[src/rtl/plab4_net_router_input_queue_sep.sv]
// Per-input-port buffer that steers each message into one of two per-domain FIFOs.
// It also generates the alternating domain phase (fclk) used by the arbitration stage.
module plab4_net_router_input_queue_sep #(
    parameter int p_msg_nbits   = 32,
    parameter int p_num_routers = 8,
    parameter int p_num_entries = 4,
    localparam int c_dest_nbits = $clog2(p_num_routers),
    localparam int c_cnt_nbits  = $clog2(p_num_entries + 1)
) (
    input  logic                    clk,
    input  logic                    reset,
    input  logic                    in_val,
    output logic                    in_rdy,
    input  logic [p_msg_nbits-1:0]  in_msg,
    input  logic                    in_domain,
    output logic                    out_val_d1,
    input  logic                    out_rdy_d1,
    output logic [p_msg_nbits-1:0]  out_msg_d1,
    output logic [c_dest_nbits-1:0] dest_d1,
    output logic                    out_val_d2,
    input  logic                    out_rdy_d2,
    output logic [p_msg_nbits-1:0]  out_msg_d2,
    output logic [c_dest_nbits-1:0] dest_d2,
    output logic                    fclk,
    output logic [c_cnt_nbits-1:0]  count_d1,
    output logic [c_cnt_nbits-1:0]  count_d2
);

    localparam int c_ptr_nbits = $clog2(p_num_entries);
    localparam logic [c_ptr_nbits-1:0] c_last_ptr = c_ptr_nbits'(p_num_entries - 1);
    localparam logic [c_cnt_nbits-1:0] c_full_cnt = c_cnt_nbits'(p_num_entries);

    logic [p_msg_nbits-1:0] mem     [2][p_num_entries];
    logic [c_ptr_nbits-1:0] enq_ptr [2];
    logic [c_ptr_nbits-1:0] deq_ptr [2];
    logic [c_cnt_nbits-1:0] count   [2];
    logic [1:0]             full;
    logic [1:0]             out_val;
    logic [1:0]             out_rdy;
    logic [1:0]             enq_go;
    logic [1:0]             deq_go;

    function automatic logic [c_ptr_nbits-1:0] next_ptr(input logic [c_ptr_nbits-1:0] p);
        return (p == c_last_ptr) ? '0 : p + 1'b1;
    endfunction

    // Ready looks only at fullness, never at the downstream ready, so there is no comb loop.
    always_comb begin
        out_rdy = {out_rdy_d2, out_rdy_d1};
        full    = '0;
        out_val = '0;
        for (int d = 0; d < 2; d++) begin
            full[d]    = (count[d] == c_full_cnt);
            out_val[d] = (count[d] != '0);
        end
        in_rdy    = !reset && !(in_domain ? full[1] : full[0]);
        enq_go[0] = in_val && in_rdy && !in_domain;
        enq_go[1] = in_val && in_rdy && in_domain;
        deq_go    = out_val & out_rdy;
    end

    always_ff @(posedge clk or posedge reset) begin
        if (reset) begin
            fclk <= 1'b0;
            for (int d = 0; d < 2; d++) begin
                enq_ptr[d] <= '0;
                deq_ptr[d] <= '0;
                count[d]   <= '0;
            end
        end else begin
            fclk <= !fclk;
            for (int d = 0; d < 2; d++) begin
                if (enq_go[d]) enq_ptr[d] <= next_ptr(enq_ptr[d]);
                if (deq_go[d]) deq_ptr[d] <= next_ptr(deq_ptr[d]);
                case ({enq_go[d], deq_go[d]})
                    2'b10:   count[d] <= count[d] + 1'b1;
                    2'b01:   count[d] <= count[d] - 1'b1;
                    default: count[d] <= count[d];
                endcase
            end
        end
    end

    // Storage is deliberately left out of reset; empty entries are masked by out_val.
    always_ff @(posedge clk) begin
        for (int d = 0; d < 2; d++) begin
            if (enq_go[d]) mem[d][enq_ptr[d]] <= in_msg;
        end
    end

    assign out_val_d1 = out_val[0];
    assign out_val_d2 = out_val[1];
    assign out_msg_d1 = mem[0][deq_ptr[0]];
    assign out_msg_d2 = mem[1][deq_ptr[1]];
    assign dest_d1    = out_msg_d1[p_msg_nbits-1 -: c_dest_nbits];
    assign dest_d2    = out_msg_d2[p_msg_nbits-1 -: c_dest_nbits];
    assign count_d1   = count[0];
    assign count_d2   = count[1];

endmodule

[config.mk]
export PLATFORM = sky130hd
export DESIGN_NAME = plab4_net_router_input_queue_sep
export DESIGN_NICKNAME = d
export VERILOG_FILES = /design/src/rtl/plab4_net_router_input_queue_sep.sv
export SDC_FILE = /design/constraint.sdc
export NUM_CORES = 1
export LEC_CHECK = 0
export ABC_AREA = 0
export CAP_MARGIN = 20
export CORE_MARGIN = 2
export CORE_UTILIZATION = 56
export CTS_CLUSTER_DIAMETER = 60
export CTS_CLUSTER_SIZE = 14
export DETAILED_ROUTE_END_ITERATION = 10
export PLACE_DENSITY = 0.8
export SLEW_MARGIN = 15
export SYNTH_ARGS = -nofsm -noshare
export SYNTH_HDL_FRONTEND = slang
export SYNTH_SLANG_ARGS = --single-unit
[constraint.sdc]
create_clock -name clk -period 2.7 [get_ports clk]
set_clock_uncertainty 0.2 [all_clocks]
set_input_delay 0.27 -clock clk [delete_from_list [all_inputs] [get_ports clk]]
set_output_delay 0.27 -clock clk [all_outputs]
set_load 0.05 [all_outputs]
After elaboration in Yosys (flattened, before gate mapping)
Memory sizes are Yosys's and may differ from the RTL's.
Cells that the tools add are included.
{"block": "word_totals", "register_bits": 15, "mem_bits_rw": 256, "inputBits": 38, "out_inout_bits": 80, "n_memories": 1}
{"name": "mem", "depth": 2, "width": 128, "read_ports": 2, "rd_ports_with_merged_regs": 0, "wr": 1, "line": "33", "text": "logic [p_msg_nbits-1:0] mem [2][p_num_entries];"}
{"block": "op_classes", "addsub": 8, "magnitude_cmp": 6, "eq_ne": 10, "mux": 24, "bitwise": 5, "n_reduce_logical": 15}
{"op": "128-bit 2-to-1 mux", "n": 4}
{"op": "32-bit 2-to-1 mux", "n": 6}
{"op": "32-bit binary-select mux with 2-bit select", "n": 2}
{"op": "32-bit demux with 2-bit select", "n": 2}
{"op": "128-bit OR reduction", "n": 1}
{"op": "2-bit equality test, second input constant", "n": 6}
{"op": "3-bit >= comparator, second input constant", "n": 4}
{"op": "2-bit inverter with 3-bit output", "n": 4}
{"op": "3-bit case mux with 2 select lines", "n": 2}
{"op": "2-bit by 1-bit adder with 2-bit output, second input constant", "n": 4}
{"op": "2-bit 2-to-1 mux", "n": 4}
{"op": "3-bit by 1-bit adder with 3-bit output, second input constant", "n": 2}
{"op": "3-bit equality test, second input constant", "n": 2}
{"op": "1-bit logical AND", "n": 6}
{"op": "3-bit by 1-bit < comparator with 1-bit output, second input constant", "n": 2}
{"op": "3-bit nonzero test", "n": 2}
{"op": "3-bit by 1-bit subtractor with 3-bit output, second input constant", "n": 2}
{"op": "2-bit by 1-bit equality test with 1-bit output, second input constant", "n": 2}
{"op": "1-bit logical NOT", "n": 4}
{"op": "1-bit 2-to-1 mux", "n": 4}
{"op": "2-bit nonzero test", "n": 2}
{"op": "2-bit AND", "n": 1}

Depth between registers and ports, before layout
Gate-level depths: netlist of the first run.
{"block": "depth", "word_depth": 10, "depth_mapped": 9, "ltp_nobuf": 9}

Least setup slack after synthesis of the first run
Ideal clock, no wire load.
{"block": "synth_path", "path_type": "register -> output", "start": "register count (netlist bit count_d1[2])", "end": "output port in_rdy", "arrival_ns": 2.232, "setup_slack_ns": -0.002, "path_stages_with_launch": 4, "path_buffers": 0, "path_cell_list": "dfrtp_1 > nor3b_2 > nor2b_1 > a311oi_1"}
{"block": "synth_via", "elab_chain_len": 4}
{"item": "start: declaration", "line": "36", "text": "logic [c_cnt_nbits-1:0] count [2];"}
{"item": "start signal: indexed assignment", "line": "76", "text": "2'b10: count[d] <= count[d] + 1'b1;"}
{"item": "start signal: indexed assignment", "line": "77", "text": "2'b01: count[d] <= count[d] - 1'b1;"}
{"item": "start signal: indexed assignment", "line": "78", "text": "default: count[d] <= count[d];"}
{"item": "3-bit equality test", "line": "53", "text": "full[d] = (count[d] == c_full_cnt);"}
{"item": "1-bit 2-to-1 mux", "line": "56", "text": "in_rdy = !reset && !(in_domain ? full[1] : full[0]);"}
{"item": "1-bit logical NOT", "line": "56"}
{"item": "1-bit logical AND", "line": "56"}
{"item": "end: declaration", "line": "13", "text": "output logic in_rdy,"}
Every way passes these cells.

Final worst setup path of the first run
{"block": "layout_path", "start": "register deq_ptr[0] (netlist name)", "end": "output port out_msg_d2[18]"}
{"block": "layout_via", "elab_chain_len": 4}
{"item": "start: declaration", "line": "35", "text": "logic [c_ptr_nbits-1:0] deq_ptr [2];"}
{"item": "start signal: indexed assignment", "line": "74", "text": "if (deq_go[d]) deq_ptr[d] <= next_ptr(deq_ptr[d]);"}
{"item": "2-bit inverter with 3-bit output (implied by the code)", "line": "94", "text": "assign out_msg_d2 = mem[1][deq_ptr[1]];"}
{"item": "32-bit binary-select mux with 2-bit select", "line": "94"}
{"item": "32-bit 2-to-1 mux (implied by the code) (2 in series)", "line": "94"}
{"item": "end: declaration", "line": "22", "text": "output logic [p_msg_nbits-1:0] out_msg_d2,"}
Every way passes these cells. The select of a mux whose other input is x is not followed.

==> flow_summary.ini, run 1 <==
[worst_setup_path]
worst_r2r_path_depth = 9
critPathRequiredTime_ns = 2.23
timing.rr.start = count_d1[0]
worstSetupPathType = flip-flop to primary output
kind_of_start_point_of_the_critical_path = flip-flop
end_kind = primary output
timing.critical_path.fanout_max = 12
r2r_setup_slack_ns = 0.40
rr_endpoint = count_d1[2]
critical_path_arrival_ns = 2.13

[clocking]
clock_tree.buffer_depth = 3
cts.clk_slew.worst_paths_ns = 0.06
cts-root-buf = sky130_fd_sc_hd__clkbuf_16
cts_num_sinks = 271
cts_buf_count = 23
worstSkewPairLatency_ns = 0.51
tritoncts = built
clock_tree.htree_level_count = 1

[sta]
rsz0062_at_grt = no
worst_pin_slew_ns = 0.6111
slew_headroom = 0.5922
whs_ns = 0.08221
finalSetupViolCount = 0
final.period_utilization = 0.9618
final.min_clock_period_ns = 2.597
final-max-slew-violation-count = 0
fmaxAchievable_ghz = 0.3851
hold_viol_final = 0
setup_total_negative_slack_ns = 0

[pwr]
max-vdd-ir-drop_v = 0.0008561
leakage_nw = 4.269
power_per_cell_area_nw_per_um2 = 1145
design_power_total_w = 0.01430

[final_layout]
nNetsFinal = 624
fillerInstances = 1045
postLayoutCellArea_sq_um = 12490
seqCellArea_sq_um = 8075
multi_input_combinational_cell_area_sq_um = 1989
synthToLayoutAreaGrowth_pct = 21.63
insertedDiodeCount = 0
final_layout_size_suffix_gt1_frac = 0.3480

[route]
routed_wire_length_per_instance_um = 23.46
drt-vias-per-instance = 5.866
first_iter_violations = 366
ant_nets = 0
detailroute.via_count = 4798
drc = 0
detail_route.first_pass.iterations = 4
drt_wl_total_um = 19190

[logic_synthesis]
yosys_warnings = 0
ys_seq_area_frac = 0.7852
top_area_cell_type_share_of_the_netlist_area = 0.7486
number_of_distinct_library_cell_variants_in_the_gate_level_netlist_after_synthesis = 25
synth.net_count = 480
flip_flop_and_latch_count_after_synthesis = 271
synthTopCellsByArea = sky130_fd_sc_hd__edfxtp_1 75%, sky130_fd_sc_hd__mux4_2 13%, sky130_fd_sc_hd__dfrtp_1 3.7%, sky130_fd_sc_hd__ha_1 1.5%, sky130_fd_sc_hd__mux4_1 1.0%
syn-cell-area_sq_um = 10270
synthesis.instances = 428
synth.avg_cell_area_sq_um = 23.99
yosys.area.top_type = sky130_fd_sc_hd__edfxtp_1

[die]
die_height_um = 139.4
number_of_ports_placed_on_the_die_boundary = 118
num_rows = 49
initial_util = 0.5716
floorplan.die.width_um = 139.4
fp.dieArea_sq_um = 19440
floorplan.core_area_sq_um = 17960

[global_route]
maximum_number_of_pins_on_one_net_before_global_route_repair = 33
grt_util_met3 = 0.03957
grt_overflow_total = 0
use_met1 = 0.3020
globalRouteTotalUtil = 0.2022
globalRouteMet2Util = 0.3199
number_of_antenna_violations_at_the_first_check_in_global_routing = 1
first_global_vias = 5008
global_route_wire_length_before_repair_um = 29810
grt_busiest_layer = met2

[min_path]
min_path_type = primary input to async pin

[status]
outcome = finished clean

[placement]
area_of_placed_instances_sq_um = 11770
weighted_congestion_at_the_end_of_routability_driven_global_placement = 0.7482
dp_hpwl_um = 11490
portBuffers = 117

[flow_run]
max_cap_violations = 0
[repair_timing]
action                     in CTS  in global routing
hold buffers                    0                  0
setup endpoints to repair      21                  1
resized for setup               3                  0
hold endpoints to repair        0                  0
setup buffers                   0                  4
[synth_stat cells]
| cell | count |
|---|---|
| sky130_fd_sc_hd__mux2_2 | 8 |
| sky130_fd_sc_hd__xnor2_1 | 2 |
| sky130_fd_sc_hd__mux4_1 | 4 |
| sky130_fd_sc_hd__a21oi_2 | 1 |
| sky130_fd_sc_hd__mux4_2 | 60 |
| sky130_fd_sc_hd__nor2_1 | 7 |
| sky130_fd_sc_hd__xor2_1 | 4 |
| sky130_fd_sc_hd__buf_4 | 6 |
| sky130_fd_sc_hd__nand2_1 | 2 |
| sky130_fd_sc_hd__dfrtp_1 | 15 |
| sky130_fd_sc_hd__nor4b_4 | 1 |
| sky130_fd_sc_hd__a311oi_1 | 1 |
| sky130_fd_sc_hd__nand3b_1 | 1 |
| sky130_fd_sc_hd__ha_1 | 12 |
| sky130_fd_sc_hd__buf_2 | 6 |
| sky130_fd_sc_hd__nor2b_1 | 1 |
| sky130_fd_sc_hd__inv_1 | 16 |
| sky130_fd_sc_hd__and2_1 | 8 |
| sky130_fd_sc_hd__buf_6 | 8 |
| sky130_fd_sc_hd__fa_1 | 2 |
| sky130_fd_sc_hd__mux2i_1 | 2 |
| sky130_fd_sc_hd__clkbuf_1 | 2 |
| sky130_fd_sc_hd__nor3b_2 | 1 |
| sky130_fd_sc_hd__edfxtp_1 | 256 |
| sky130_fd_sc_hd__or3_1 | 2 |
[worst max-delay path by stage]
stage | startpoint | end | slack, ns | cells after the start
final | deq_ptr[0] | out_msg_d2[18] | 0.10 | 3
after global routing | deq_ptr[0] | out_msg_d2[18] | 0.00001 | 3
after CTS | deq_ptr[2] | out_msg_d1[18] | 0.03 | 3
after detailed placement | reset | count_d2[2] | 0.23 | 10
after global placement | reset | count_d2[2] | 0.27 | 10
after floorplan | count_d2[2] | count_d2[2] | 0.04 | 9
[sequential cells by signal (all words and copies together) (netlist names)]
signal and count:
mem 256, deq_ptr 4, enq_ptr 4, count_d1 3, count_d2 3, fclk 1
[power breakdown]
part / switching [W] / total [W] / internal (W)
Combinational: 0.00362 / 0.00595 / 0.00233
Clock: 0.00134 / 0.00304 / 0.00170
Sequential: 0.000356 / 0.00531 / 0.00496
Total: 0.00532 / 0.0143 / 0.00898
[kinds of logic (layout without fill, tap and decap cells)]
| kind of cell | count (synthesis) | count (layout) | synth area share |
|---|---|---|---|
| flip-flops | 271 | 271 | 0.7852 |
| adder cells (fa/ha/maj) | 14 | 14 | 0.01852 |
| AND/OR/NAND/NOR | 23 | 23 | 0.01426 |
| AO/OA/AOI/OAI | 2 | 2 | 0.001706 |
| multiplexers | 74 | 74 | 0.1526 |
| buffers and inverters | 38 | 199 | 0.02266 |
| XOR/XNOR | 6 | 6 | 0.005118 |
[cells in the final DEF, fill, tap and decap left out, drive strengths merged, types with 2 or more instances in the layout]
cell type	synthesis	layout
edfxtp	256	256
buf	20	95
mux4	64	64
clkdlybuf4s50	0	46
clkbuf	2	39
inv	16	17
dfrtp	15	15
ha	12	12
mux2	8	8
and2	8	8
nor2	7	7
xor2	4	4
xnor2	2	2
mux2i	2	2
or3	2	2
nand2	2	2
fa	2	2
[critical path, stage by stage (launching register included)]
cell and delay (ns):
sky130_fd_sc_hd__dfrtp_4 0.61, sky130_fd_sc_hd__buf_4 0.28, sky130_fd_sc_hd__mux4_2 0.53, sky130_fd_sc_hd__buf_4 0.21
[metrics by stage]
step,instances,setup WS [ns],util
finish,818,0.1031,0.6953
floorplan,428,0.04275,-
detailed placement,772,0.2319,0.6554
global placement,772,0.2716,0.6554
global route,818,0.00001044,0.6953
CTS,814,0.03397,0.6936
[layer usage]
metal	vias to the layer above	part of all wire	routed length, um
met1	2497	0.41	7829
li1	2049	-	-
met5	-	0.00068	13
met3	30	0.084	1613
met2	220	0.49	9481
met4	2	0.013	249
[layout make-up]
class,instances,share of cell area
flip-flops and latches,271,0.6466
multi-input cells,119,0.1593
repair buffers,141,0.1120
clock buffers,39,0.05089
well taps,229,0.02294
inverters,16,0.004809
clock inverters,3,0.003506
(Power assumes the default switching activity.)
==> run 2, diff against run 1 <==
- CAP_MARGIN: 20 -> not set
- CORE_UTILIZATION: 56 -> 50
- PLACE_DENSITY: 0.8 -> 0.72
- clock period: 2.7 -> 2.5 ns (I/O delays scaled with it)
==> flow_summary.ini, run 2 (synthesis gave the netlist of run 1 again) <==
[sta]
fmaxAchievable_ghz = 0.4108
finalSetupViolCount = 0
worst_pin_slew_ns = 0.6002
final.min_clock_period_ns = 2.434
slew_headroom = 0.5994
rsz0062_at_grt = no
final.period_utilization = 0.9737
whs_ns = 0.1197
final-max-slew-violation-count = 0
hold_viol_final = 0
setup_total_negative_slack_ns = 0

[placement]
dp_hpwl_um = 12230
weighted_congestion_at_the_end_of_routability_driven_global_placement = 0.7019
portBuffers = 117
placedCellCount = 821

[worst_setup_path]
critical-path-top-cell-by-count = sky130_fd_sc_hd__buf_4
crit_path_start = deq_ptr[2]
rr_endpoint = count_d1[2]
end_kind = primary output
timing.critical_path.cells = buf_4 > mux4_1 > buf_4
max_stage_delay_ns = 0.59
worstSetupPathType = flip-flop to primary output
kind_of_start_point_of_the_critical_path = flip-flop
capture_point_of_the_critical_path = out_msg_d1[18]
r2r_setup_slack_ns = 0.30
critPathSlowestCell = sky130_fd_sc_hd__mux4_1
timing.rr.start = count_d1[0]
critPathRequiredTime_ns = 2.05
critical_path_arrival_ns = 1.98
worst_r2r_path_depth = 9
timing.critical_path.fanout_max = 5

[route]
detail_route.first_pass.iterations = 4
detailroute.via_count = 4742
drt-vias-per-instance = 5.457
first_iter_violations = 349
ant_nets = 0
routed_wire_length_per_instance_um = 22.36
drc = 0
drt_wl_total_um = 19430

[pwr]
power_per_cell_area_nw_per_um2 = 1225
max-vdd-ir-drop_v = 0.001010
design_power_total_w = 0.01557
leakage_nw = 4.341

[clocking]
cts_hold_repair.buffers = 0
cts-root-buf = sky130_fd_sc_hd__clkbuf_16
cts_num_sinks = 271
clock_tree.htree_level_count = 1
cts.clk_slew.worst_paths_ns = 0.07
worstSkewPairLatency_ns = 0.51
tritoncts = built
clock_tree.buffer_depth = 3
cts_buf_count = 23

[final_layout]
layoutNonFillerInstCount = 869
final_core_utilization = 0.6301
nNetsFinal = 635
layout.cells.most_common_list = 256 x sky130_fd_sc_hd__edfxtp_1, 78 x sky130_fd_sc_hd__buf_4, 61 x sky130_fd_sc_hd__mux4_2
largest_register_ffs = 256
final_layout_size_suffix_gt1_frac = 0.3639
layout.cells.most_common = sky130_fd_sc_hd__edfxtp_1
synthToLayoutAreaGrowth_pct = 23.76
insertedDiodeCount = 0

[global_route]
globalRouteTotalUtil = 0.1823
number_of_antenna_violations_at_the_first_check_in_global_routing = 0
grt_overflow_total = 0
first_global_vias = 5005
global_route_wire_length_before_repair_um = 29750
maximum_number_of_pins_on_one_net_before_global_route_repair = 26

[die]
number_of_ports_placed_on_the_die_boundary = 118
num_rows = 52
floorplan.core_area_sq_um = 20170
die_height_um = 147.3
initial_util = 0.5091
fp.dieArea_sq_um = 21700
floorplan.die.width_um = 147.3

[status]
outcome = finished clean

[min_path]
min_path_type = primary input to async pin

[flow_run]
max_cap_violations = 0
-- run 2: cell count changes in the layout (fill, tap and decap cells not counted), sizes merged --
cell           delta
dlygate4sd2       +2
inv               -1
bufinv            -1
clkdlybuf4s50     -2
clkinv            +1
buf              +11
-- run 2: worst min path at each step --
stage	startpoint	end	slack, ns	cells after the start
final	reset	count_d2[0]	0.12	3
after floorplan	reset	count_d1[0]	-0.05	1
after CTS	reset	deq_ptr[3]	0.14	3
after global placement	fclk	fclk	0.21	1
after detailed placement	fclk	fclk	0.22	1
after global routing	reset	enq_ptr[3]	0.19	3
-- run 2: timing repair --
action / in CTS / in global routing
pin swaps: 0 / 0
endpoints found under the setup margin: 18 / 6
resized for setup: 4 / 1
buffers inserted: 2 / 5
-- run 2: critical path: cells and delay by family (launching register included) --
family / cells / cell delay, ns
muxes: 1 / 0.59
DFF: 1 / 0.46
buffers and inverters: 2 / 0.43
-- run 2: metal layers --
layer  vias up  track usage  routed length, um
met4         0      0.03846                278
met3        22      0.03882               1383
li1       2069            -                  -
met5         -            0                  0
met1      2463       0.2552               8090
met2       188       0.3021               9680
-- run 2: layout make-up --
class | instances | area, sq um
clock inverters | 2 | 13.76
clock buffers | 39 | 635.6
fillers | 1386 | 7461
inverters | 16 | 60.06
well taps | 270 | 337.8
repair buffers | 152 | 1595
multi-input cells | 119 | 1996
flip-flops and latches | 271 | 8070
-- run 2: per-stage QoR --
step | cell area (sq um) | setup slack (ns)
3_3_place_gp | 12010 | 0.1982
4_1_cts | 12670 | 0.01085
5_1_grt | 12710 | 0.007997
2_1_floorplan | 10290 | -0.02156
6_report | 12710 | 0.06573
3_5_place_dp | 12010 | 0.1381
-- run 2: where the power goes --
part	internal, W	switching [W]
registers	0.00534	0.000228
logic	0.00269	0.00409
clock network	0.00173	0.00149
total	0.00976	0.00581
==> run 3, diff against run 2 <==
- CORE_ASPECT_RATIO: not set -> 1.1
- SKIP_LAST_GASP: not set -> 1
==> flow_summary.ini, run 3 (synthesis gave the netlist of run 1 again) <==
[status]
outcome = finished clean

[clocking]
clock_tree.htree_level_count = 1
cts_num_sinks = 271
cts_buf_count = 23
cts.clk_slew.worst_paths_ns = 0.06
clock_tree.buffer_depth = 3
worstSkewPairLatency_ns = 0.50
tritoncts = built
cts-root-buf = sky130_fd_sc_hd__clkbuf_16
cts_hold_repair.buffers = 0

[route]
drc = 0
ant_nets = 0
detail_route.first_pass.iterations = 4
drt_wl_total_um = 18740
drt-vias-per-instance = 5.614
routed_wire_length_per_instance_um = 22.47
detailroute.via_count = 4682
first_iter_violations = 224

[global_route]
globalRouteMet2Util = 0.3099
use_met1 = 0.2344
number_of_antenna_violations_at_the_first_check_in_global_routing = 0
grt_overflow_total = 0
first_global_vias = 4964
grt_util_met3 = 0.02632
global_route_wire_length_before_repair_um = 28890
maximum_number_of_pins_on_one_net_before_global_route_repair = 28
grt_busiest_layer = met2
globalRouteTotalUtil = 0.1759

[die]
floorplan.core_area_sq_um = 20000
die_height_um = 154.3
fp.dieArea_sq_um = 21700
floorplan.die.width_um = 140.6
number_of_ports_placed_on_the_die_boundary = 118
num_rows = 54
initial_util = 0.5135

[sta]
rsz0062_at_grt = no
finalSetupViolCount = 0
slew_headroom = 0.6141
worst_pin_slew_ns = 0.5783
fmaxAchievable_ghz = 0.4102
worst_slack_ns = 0.06209
final.min_clock_period_ns = 2.438
final.period_utilization = 0.9752
hold_viol_final = 0
final-max-slew-violation-count = 0

[final_layout]
final_layout_size_suffix_gt1_frac = 0.3540
synthToLayoutAreaGrowth_pct = 24.78
postLayoutCellArea_sq_um = 12810
nNetsFinal = 625
layout.cells.most_common_list = 256 x sky130_fd_sc_hd__edfxtp_1, 60 x sky130_fd_sc_hd__mux4_2, 49 x sky130_fd_sc_hd__buf_4
largest_register_ffs = 256
layout.cells.most_common = sky130_fd_sc_hd__edfxtp_1
final_core_utilization = 0.6407
insertedDiodeCount = 0

[pwr]
max-vdd-ir-drop_v = 0.001216
power_per_cell_area_nw_per_um2 = 1231
power.combinational.fraction = 0.448
seq_power_share = 0.355
power_frac_clock = 0.197
sw_frac_of_total = 0.3661
psw_w = 0.005777
leakage_nw = 4.370
cellInternalPower_w = 0.01000

[placement]
area_of_placed_instances_sq_um = 12170
dp_hpwl_um = 11970
pre_cts_slack_ns = 0.1345
weighted_congestion_at_the_end_of_routability_driven_global_placement = 0.7247
portBuffers = 117

[worst_setup_path]
critPathSlowestCell = sky130_fd_sc_hd__mux4_1
kind_of_start_point_of_the_critical_path = flip-flop
critical_path_arrival_ns = 1.99
timing.critical_path.fanout_max = 20
max_stage_delay_ns = 0.64
worst_r2r_path_depth = 9
worstSetupPathType = flip-flop to primary output
timing.critical_path.cells = buf_12 > mux4_1 > buf_4
end_kind = primary output
critPathRequiredTime_ns = 2.05

[flow_run]
max_cap_violations = 0

[min_path]
min_path_type = primary input to async pin
run 3: cell types whose count changed in the layout (fill, tap and decap cells not counted):
cell                       previous run  this run
sky130_fd_sc_hd__buf_4               78        49
sky130_fd_sc_hd__clkinv_4             1         0
sky130_fd_sc_hd__mux4_1               3         4
sky130_fd_sc_hd__buf_6                1         2
sky130_fd_sc_hd__clkinv_2             1         0
sky130_fd_sc_hd__clkbuf_1            16        10
sky130_fd_sc_hd__inv_6                0         1
sky130_fd_sc_hd__dfrtp_2              3         4
sky130_fd_sc_hd__mux4_2              61        60
sky130_fd_sc_hd__dfrtp_4              1         0
sky130_fd_sc_hd__buf_12              27        45
run 3: cell type report:
cell class / instances / area (sq um)
inverter: 16 / 60.06
clock buffer: 33 / 613.1
sequential: 271 / 8068
multi-input combinational: 119 / 1999
timing repair buffer: 142 / 1749
tap: 252 / 315.3
fill: 1334 / 7186
clock inverter: 1 / 8.758
run 3: final timing paths:
path / slack [ns] / start / to
max: 0.06 / deq_ptr[0] / out_msg_d2[14]
min in group clk: 0.23 / fclk / fclk
max reg2reg: 0.33 / count_d1[0] / count_d1[2]
max in group asynchronous: 1.56 / reset / deq_ptr[1]
min reg2reg: 0.23 / fclk / fclk
min: 0.12 / reset / count_d1[2]
run 3: timing repair:
action,CTS,global route
setup buffers,0,0
resized for setup,3,4
setup endpoints to repair,10,11
run 3: layer usage:
metal  vias to the layer above  share of wire
met2                       139           0.52
li1                       2036              -
met1                      2477           0.42
met3                        30          0.047
met5                         -              0
met4                         0          0.017
run 3: worst max-delay path, delay by kind of cell, from the launching register on:
family	cells	cell delay (ns)
muxes	1	0.64
buffers and inverters	2	0.43
DFF	1	0.39
run 3: through the flow:
step | power (W) | hold slack, ns | setup TNS, ns | instances
floorplan | 0.01032 | -0.04852 | -2.760 | 428
global placement | 0.01273 | 0.2082 | 0 | 800
detailed placement | 0.01281 | 0.2203 | 0 | 800
CTS | 0.01593 | 0.1170 | -0.04870 | 834
global route | 0.01636 | 0.1702 | 0 | 834
finish | 0.01578 | 0.1243 | 0 | 834
run 3: power groups by stage:
stage,Clock [W],Combinational [W],Sequential [W]
3_3_place_gp,0,0.00706,0.00567
5_1_grt,0.00334,0.00737,0.00565
6_report,0.00311,0.00707,0.00560
4_1_cts,0.00320,0.00713,0.00560
3_5_place_dp,0,0.00712,0.00569
2_1_floorplan,0,0.00458,0.00574
